## src/rtl/usd_spi_host_if.sv

```systemverilog
// usd_spi_host_if
//   CPU-side I/O bus between the Z80 decode and the SD/SPI host.
//   master : CPU side, drives the strobes, address and write data
//   slave  : host side, returns registered read data on q
// Signals
//   cecpu  CPU clock enable; the bus is only meaningful while high
//   ioSD   I/O decode select for the host
//   rd     read strobe, active low
//   wr     write strobe, active low
//   a      CPU address, a[2:0] selects the register
//   d      write data
//   q      read data
interface usd_spi_host_if;
  logic       cecpu;
  logic       ioSD;
  logic       rd;
  logic       wr;
  logic [7:0] a;
  logic [7:0] d;
  logic [7:0] q;

  modport master (output cecpu, ioSD, rd, wr, a, d, input q);
  modport slave  (input cecpu, ioSD, rd, wr, a, d, output q);
endinterface

```

## src/rtl/usd_spi_host.sv

```systemverilog
// usd_spi_host
//   SD card / SPI flash host for the Enterprise I/O space. The Z80 sees five
//   registers: DATA(0), CS(1), PAGE(2), CTRL(3), STATUS(4); 5-7 read FF.
//   Contains the chip-select register, ROM page bits, runtime SPI clock
//   divider and a mode-0, MSB-first byte shifter.
// Optional feature
//   USD_SPI_IRQ_EN : when defined, irq is a flop set on transfer completion and
//                    cleared by a DATA or STATUS read. Undefined: irq tied low.
// Ports
//   clock  system clock
//   reset  asynchronous reset, active low
//   bus    CPU bus (usd_spi_host_if.slave)
//   page   ROM page bits
//   cs     chip selects, active low (cs = ~sel)
//   ck     SPI clock, idle low
//   mosi   SPI data out, idles high
//   miso   SPI data in
//   busy   transfer in progress
//   irq    transfer-complete interrupt
// Parameters
//   CS_COUNT 1..6, DIV_BITS 1..6 (both must leave room in the 8-bit read words)
//
// state   | meaning
// --------+--------------------------------------------------------------
// S_IDLE  | no transfer; ck low, mosi high
// S_START | one clock after the strobe; mosi already holds bit 7,
//         | half-period counter is loaded from the current divider
// S_XFER  | 16 half-periods, each div+1 clocks; odd ones raise ck and
//         | sample miso, even ones drop ck and present the next bit
module usd_spi_host #(
  parameter int CS_COUNT    = 2,
  parameter int DIV_BITS    = 4,
  parameter int DIV_DEFAULT = 3
) (
  input  logic                clock,
  input  logic                reset,
  usd_spi_host_if.slave       bus,
  output logic [2:0]          page,
  output logic [CS_COUNT-1:0] cs,
  output logic                ck,
  output logic                mosi,
  input  logic                miso,
  output logic                busy,
  output logic                irq
);

  localparam logic [2:0] R_DATA   = 3'd0;
  localparam logic [2:0] R_CS     = 3'd1;
  localparam logic [2:0] R_PAGE   = 3'd2;
  localparam logic [2:0] R_CTRL   = 3'd3;
  localparam logic [2:0] R_STATUS = 3'd4;

  typedef enum logic [1:0] {
    S_IDLE  = 2'd0,
    S_START = 2'd1,
    S_XFER  = 2'd2
  } state_t;

  state_t state, state_n;

  logic [CS_COUNT-1:0] sel;
  logic                hs;
  logic [DIV_BITS-1:0] div;
  logic                ovr;
  logic [7:0]          rx;
  logic [7:0]          rx_sh;
  logic [7:0]          tx_sh;
  logic [DIV_BITS-1:0] cnt;
  logic [3:0]          hp;

  // Access strobes: one pulse on the first enabled cycle of an access. The
  // "seen" flags only advance on cecpu cycles so a held access never repeats.
  logic rd_act, wr_act, rd_seen, wr_seen, rd_stb, wr_stb;
  logic [2:0] reg_sel;
  logic unused_addr;

  assign rd_act      = bus.ioSD && !bus.rd;
  assign wr_act      = bus.ioSD && !bus.wr;
  assign rd_stb      = bus.cecpu && rd_act && !rd_seen;
  assign wr_stb      = bus.cecpu && wr_act && !wr_seen;
  assign reg_sel     = bus.a[2:0];
  assign unused_addr = ^bus.a[7:3];

  always_ff @(posedge clock or negedge reset) begin
    if (!reset) begin
      rd_seen <= 1'b0;
      wr_seen <= 1'b0;
    end else if (bus.cecpu) begin
      rd_seen <= rd_act;
      wr_seen <= wr_act;
    end
  end

  // Transfer requests. A DATA write with hs=1, or a DATA read with hs=1,
  // sends FF so software can clock in card responses.
  logic       any_sel;
  logic       data_wr, data_rd;
  logic       start_req;
  logic [7:0] start_byte;

  assign any_sel    = |sel;
  assign data_wr    = wr_stb && (reg_sel == R_DATA);
  assign data_rd    = rd_stb && (reg_sel == R_DATA);
  assign start_req  = (data_wr || (data_rd && hs)) && !busy && any_sel;
  assign start_byte = (data_wr && !hs) ? bus.d : 8'hFF;

  // FSM: state register
  always_ff @(posedge clock or negedge reset) begin
    if (!reset) state <= S_IDLE;
    else        state <= state_n;
  end

  // FSM: next state
  logic tc;
  assign tc = (cnt == '0);

  always_comb begin
    state_n = state;
    case (state)
      S_IDLE:  if (start_req) state_n = S_START;
      S_START: state_n = S_XFER;
      S_XFER:  if (tc && (hp == 4'd15)) state_n = S_IDLE;
      default: state_n = S_IDLE;
    endcase
  end

  // FSM: outputs / datapath controls
  logic load, hp_end, ck_rise, done;

  always_comb begin
    busy    = 1'b0;
    load    = 1'b0;
    hp_end  = 1'b0;
    ck_rise = 1'b0;
    done    = 1'b0;
    case (state)
      S_START: begin
        busy = 1'b1;
        load = 1'b1;
      end
      S_XFER: begin
        busy    = 1'b1;
        hp_end  = tc;
        ck_rise = tc && !hp[0];
        done    = tc && (hp == 4'd15);
      end
      default: ;
    endcase
  end

  // Shifter datapath. The divider is reloaded at every half-period boundary,
  // so a CTRL write mid-transfer only changes the following half-period and
  // ck never toggles after less than one clock.
  always_ff @(posedge clock or negedge reset) begin
    if (!reset) begin
      cnt   <= '0;
      hp    <= '0;
      ck    <= 1'b0;
      mosi  <= 1'b1;
      tx_sh <= 8'hFF;
      rx_sh <= 8'hFF;
      rx    <= 8'hFF;
    end else begin
      if (start_req) begin
        mosi  <= start_byte[7];
        tx_sh <= {start_byte[6:0], 1'b1};
      end
      if (load) begin
        cnt <= div;
        hp  <= '0;
      end else if (hp_end) begin
        cnt <= div;
        hp  <= hp + 4'd1;
        if (ck_rise) begin
          ck    <= 1'b1;
          rx_sh <= {rx_sh[6:0], miso};
        end else begin
          ck <= 1'b0;
          if (done) begin
            rx   <= rx_sh;
            mosi <= 1'b1;
          end else begin
            mosi  <= tx_sh[7];
            tx_sh <= {tx_sh[6:0], 1'b1};
          end
        end
      end else if (state == S_XFER) begin
        cnt <= cnt - DIV_BITS'(1);
      end
    end
  end

  // Register file
  logic ovr_set, ovr_clr;
  assign ovr_set = data_wr && busy;
  assign ovr_clr = rd_stb && (reg_sel == R_STATUS);

  always_ff @(posedge clock or negedge reset) begin
    if (!reset) begin
      sel  <= '0;
      page <= 3'd0;
      hs   <= 1'b0;
      div  <= DIV_BITS'(DIV_DEFAULT);
      ovr  <= 1'b0;
    end else begin
      ovr <= (ovr && !ovr_clr) || ovr_set;
      if (wr_stb) begin
        case (reg_sel)
          R_CS:   sel  <= bus.d[CS_COUNT-1:0];
          R_PAGE: page <= bus.d[7:5];
          R_CTRL: begin
            hs  <= bus.d[7];
            div <= bus.d[DIV_BITS-1:0];
          end
          default: ;
        endcase
      end
    end
  end

  always_ff @(posedge clock or negedge reset) begin
    if (!reset) begin
      bus.q <= 8'hFF;
    end else if (rd_stb) begin
      case (reg_sel)
        R_DATA:   bus.q <= rx;
        R_CS:     bus.q <= {{(8-CS_COUNT){1'b0}}, sel};
        R_PAGE:   bus.q <= {page, 5'b0};
        R_CTRL:   bus.q <= {hs, {(7-DIV_BITS){1'b0}}, div};
        R_STATUS: bus.q <= {busy, hs, ovr, 4'b0, any_sel};
        default:  bus.q <= 8'hFF;
      endcase
    end
  end

  assign cs = ~sel;

`ifdef USD_SPI_IRQ_EN
  logic irq_r, irq_clr;
  assign irq_clr = rd_stb && ((reg_sel == R_DATA) || (reg_sel == R_STATUS));

  always_ff @(posedge clock or negedge reset) begin
    if (!reset)       irq_r <= 1'b0;
    else if (done)    irq_r <= 1'b1;
    else if (irq_clr) irq_r <= 1'b0;
  end

  assign irq = irq_r;
`else
  assign irq = 1'b0;
`endif

endmodule
```

## src/flat_wrapper.sv

```systemverilog
// flat-port wrapper written by rule: the top's interface ports become plain ports
module usd_spi_host_flat 
#(
  parameter int CS_COUNT    = 2,
  parameter int DIV_BITS    = 4,
  parameter int DIV_DEFAULT = 3
)
  (clock, reset, page, cs, ck, mosi, miso, busy, irq, bus_cecpu, bus_ioSD, bus_rd, bus_wr, bus_a, bus_d, bus_q);
  usd_spi_host_if bus_i ();
  input  logic clock;
  input  logic reset;
  output logic [2:0] page;
  output logic [CS_COUNT-1:0] cs;
  output logic ck;
  output logic mosi;
  input  logic miso;
  output logic busy;
  output logic irq;
  input wire logic [$bits(bus_i.cecpu)-1:0] bus_cecpu;
  input wire logic [$bits(bus_i.ioSD)-1:0] bus_ioSD;
  input wire logic [$bits(bus_i.rd)-1:0] bus_rd;
  input wire logic [$bits(bus_i.wr)-1:0] bus_wr;
  input wire logic [$bits(bus_i.a)-1:0] bus_a;
  input wire logic [$bits(bus_i.d)-1:0] bus_d;
  output wire logic [$bits(bus_i.q)-1:0] bus_q;
  assign bus_i.cecpu = bus_cecpu;
  assign bus_i.ioSD = bus_ioSD;
  assign bus_i.rd = bus_rd;
  assign bus_i.wr = bus_wr;
  assign bus_i.a = bus_a;
  assign bus_i.d = bus_d;
  assign bus_q = bus_i.q;
  usd_spi_host #(.CS_COUNT(CS_COUNT), .DIV_BITS(DIV_BITS), .DIV_DEFAULT(DIV_DEFAULT)) u_core (.clock(clock), .reset(reset), .bus(bus_i), .page(page), .cs(cs), .ck(ck), .mosi(mosi), .miso(miso), .busy(busy), .irq(irq));
endmodule
```

## config.mk

```make
export PLATFORM = sky130hd
export DESIGN_NAME = usd_spi_host_flat
export DESIGN_NICKNAME = d
export VERILOG_FILES = /design/src/rtl/usd_spi_host_if.sv /design/src/rtl/usd_spi_host.sv /design/src/flat_wrapper.sv
export SDC_FILE = /design/constraint.sdc
export NUM_CORES = 1
export LEC_CHECK = 0
export CAP_MARGIN = 20
export CORE_UTILIZATION = 45
export CTS_CLUSTER_SIZE = 20
export DETAILED_ROUTE_END_ITERATION = 12
export HOLD_SLACK_MARGIN = 0.03
export PLACE_DENSITY = 0.67
export SLEW_MARGIN = 30
export SYNTH_ARGS = -nofsm -noshare
export SYNTH_HDL_FRONTEND = slang
export SYNTH_SLANG_ARGS = --single-unit
```

## constraint.sdc

```tcl
create_clock -name clock -period 2.1 [get_ports clock]
set_input_delay 0.21 -clock clock [delete_from_list [all_inputs] [get_ports clock]]
set_output_delay 0.21 -clock clock [all_outputs]
set_load 0.01 [all_outputs]
```

==> key figures <==
Timing
  • Fmax: 503 MHz
  • Least-Margin Pin Slew: 0.720 ns
  • Final setup TNS: 0 ns
  • Period utilization: 0.947
  • RSZ-0062 raised after global routing: no
  • Setup ws final: 0.111 ns
  • Period minus WS final: 1.99 ns
  • Pins over their slew limit: 0
  • Final Hold Fails: 0
  • Slew headroom: 0.520
  • Final clock skew: 0.00600 ns
  • Final setup viols: 0

Floorplanning
  • Die ar.: 0.00698 mm2
  • CORE AREA: 0.00639 mm2
  • Die Y: 83.6 um
  • Row cnt: 29
  • Initial Util: 0.469
  • Io pins: 40
  • Die extent in x: 83.6 um

Setup path
  • Worst-path cell chain: inv_1, ha_1, nor4bb_4, buf_6, nor2_1, mux2_2, a22o_1
  • CP Max Fanout: 8
  • Top Family by Delay on Critical Path: simple AND/OR/NAND/NOR gates
  • Critical Path RT: 2.33 ns
  • Worst r2r src: u_core.cnt[0]
  • Number of buffers and inverters on the critical path: 2
  • Critical path class: reg -> reg
  • CP Launch Type: flop
  • CP Capture Type: flop
  • Worst reg-to-reg path cell count: 7
  • Largest stage delay, worst path: 0.40 ns
  • R2r endpoint: u_core.cnt[3]
  • R2R Setup Slk: 0.11 ns
  • Arrival time worst endpoint: 2.22 ns
  • Slowest cell on the critical path: dfrtp_1

Placement
  • Placed wire-length estimate: 4.64 mm
  • Placed Instance Area: 0.00350 mm2
  • DP Worst Slack: 0.0919 ns
  • Routability cong.: 0.800
  • IO Port Bufs: 33

Route
  • Detailed-route via count: 2296
  • DRC viols: 0
  • DRT antenna net count: 0
  • Drt pass-1 iters: 4
  • Final wirelength: 6.71 mm
  • Vias per cell: 5.52
  • WL/cell: 16.1 um
  • Initial drt markers: 156

Synth
  • Dominant synthesized flop cell: dfstp_2
  • Post-synthesis cell area: 0.00299 mm2
  • Synth cell types: 50
  • Register bit total from synthesis: 57
  • Post-synth EDFFs: 0
  • Cells after Synth: 283
  • Register area share after synthesis: 0.491
  • Fraction of registers with async set or reset after synthesis: 1.00
  • Syn avg cell area: 10.6 um2
  • Syn_nets: 312
  • Ys Warns: 0

GRT
  • Pin count of the biggest net entering global routing: 58
  • Initial antenna violation count: 0
  • Number of global-route vias before repair: 2237
  • First-pass GRT wire length: 11.1 mm
  • Grt ovf: 0
  • Total GRT Usage: 0.206

Power
  • Worst vdd ir: 606 uV
  • Leakage power: 1.55 nW
  • P per Cell Area: 1020 mW/mm2
  • PnR Total Power: 3.88 mW

CTS
  • Total CTS buffers: 9
  • Clock transition at path regs: 0.07 ns
  • Root Buffer: clkbuf_8
  • CTS tree: built
  • Worst-skew pair later-pin latency: 0.34 ns
  • Max Root-Sink Buffers: 2
  • H-tree depth: 3
  • Clk sinks: 57

Finish
  • NumNets Final: 363
  • # diodes: 0
  • Most common cell after layout, fill and taps aside: dfstp_2
  • Layout cells sized above 1: 0.322
  • Area growth, synth to finish: 26.6%
  • Final instance area: 0.00379 mm2
  • Most frequent cells in the layout: dfstp_2 (35), clkdlybuf4s50_1 (31), nor2_1 (26), mux2_2 (26), dfrtp_1 (22)
  • Final Util: 0.593
  • Final-layout fill cell count: 548

Flow run
  • Max Cap Violations: 0

Hold path
  • WHS Path Cells: 2
  • Hold path start: u_core.tx_sh[0]
  • Worst min path class: reg -> reg
  • Worst Hold Path EP: u_core.tx_sh[1]

Status
  • Status: complete, no violations
power breakdown:
part           internal [mW]  switching [mW]  leakage (nW)
logic                  0.622           0.590         0.797
clock network          0.691           0.470         0.112
registers               1.34           0.166         0.640
stage by stage:
stage	cells	hold WS, ns
floorplan	283	-0.0856
global placement	395	0.391
detailed placement	395	0.399
CTS	412	0.466
global route	416	0.481
finish	416	0.471
worst min-delay path, stage by stage, from the launching register on:
cell and delay, ns:
dfstp_2 0.37, nand2_1 0.04, o31ai_1 0.05
kinds of logic (layout without fill, tap and decap cells):
kind of cell / Yosys count / after routing / synth area share
mux: 29 / 29 / 0.108
fa+ha+maj: 6 / 6 / 0.0251
compound gates: 66 / 66 / 0.156
flops: 57 / 57 / 0.491
xor+xnor: 3 / 3 / 0.00878
buf+inv: 30 / 86 / 0.0460
simple gates: 91 / 91 / 0.164
other cells: 1 / 1 / 0.00125
cell usage after synthesis (4+ instances only):
cell type,number,share of area
dfrtp_1,22,0.18
nand2_1,21,0.026
o21a_1,9,0.023
ha_1,6,0.025
nand3b_1,4,0.010
nor4_1,9,0.019
nor2b_1,4,0.0084
nand3_1,4,0.0067
inv_1,15,0.019
dfstp_2,35,0.31
o31ai_1,8,0.020
o21ai_0,13,0.022
a21oi_1,11,0.018
clkbuf_1,9,0.011
nor2_1,26,0.033
mux2_2,26,0.098
what timing repair did:
action | 4_1_cts | 5_1_grt
setup endpoints to repair | 1 | 17
buffers inserted | 0 | 4
endpoints found under the hold margin | 7 | 0
gates resized for setup | 1 | 3
hold buffers | 1 | 0
routing by layer:
| metal | wire (um) | GRT usage | vias up |
|---|---|---|---|
| met5 | 0 | 0 | - |
| met4 | 74 | 0.0832 | 0 |
| met3 | 231 | 0.0524 | 6 |
| met2 | 3090 | 0.313 | 37 |
| met1 | 3310 | 0.282 | 1126 |
| li1 | - | - | 1127 |
how the worst max path moves through the flow:
| stage | start | to | slack [ns] | cells past startpoint |
|---|---|---|---|---|
| 4_1_cts | u_core.cnt[0] | u_core.rx[5] | 0.08 | 8 |
| 5_1_grt | u_core.cnt[0] | u_core.rx[5] | 0.02 | 8 |
| 3_3_place_gp | u_core.cnt[0] | u_core.rx[0] | 0.13 | 8 |
| 6_report | u_core.cnt[0] | u_core.cnt[3] | 0.11 | 7 |
| 3_5_place_dp | u_core.cnt[0] | u_core.rx[0] | 0.09 | 8 |
| 2_1_floorplan | u_core.cnt[0] | u_core.rx_sh[0] | 0.20 | 7 |
final cells by class:
cell class / count / area [um2] / share of cell area
clock buffer: 11 / 174 / 0.0459
clock inverter: 5 / 58.8 / 0.0155
inverter: 15 / 56.3 / 0.0149
multi-input combinational: 196 / 1400 / 0.370
sequential: 57 / 1470 / 0.388
tap: 77 / 96.3 / 0.0254
timing repair buffer: 55 / 533 / 0.141
state kept, by name (all words and copies together), names as in the netlist:
register / cells
u_core.bus.q: 8
u_core.ck: 1
u_core.cnt: 4
u_core.div: 4
u_core.hp: 4
u_core.hs: 1
u_core.mosi: 1
u_core.ovr: 1
u_core.page: 3
u_core.rd_seen: 1
u_core.rx: 8
u_core.rx_sh: 8
u_core.sel: 2
u_core.state: 2
u_core.tx_sh: 8
u_core.wr_seen: 1
Note: power is estimated with default switching activity, not from simulation.
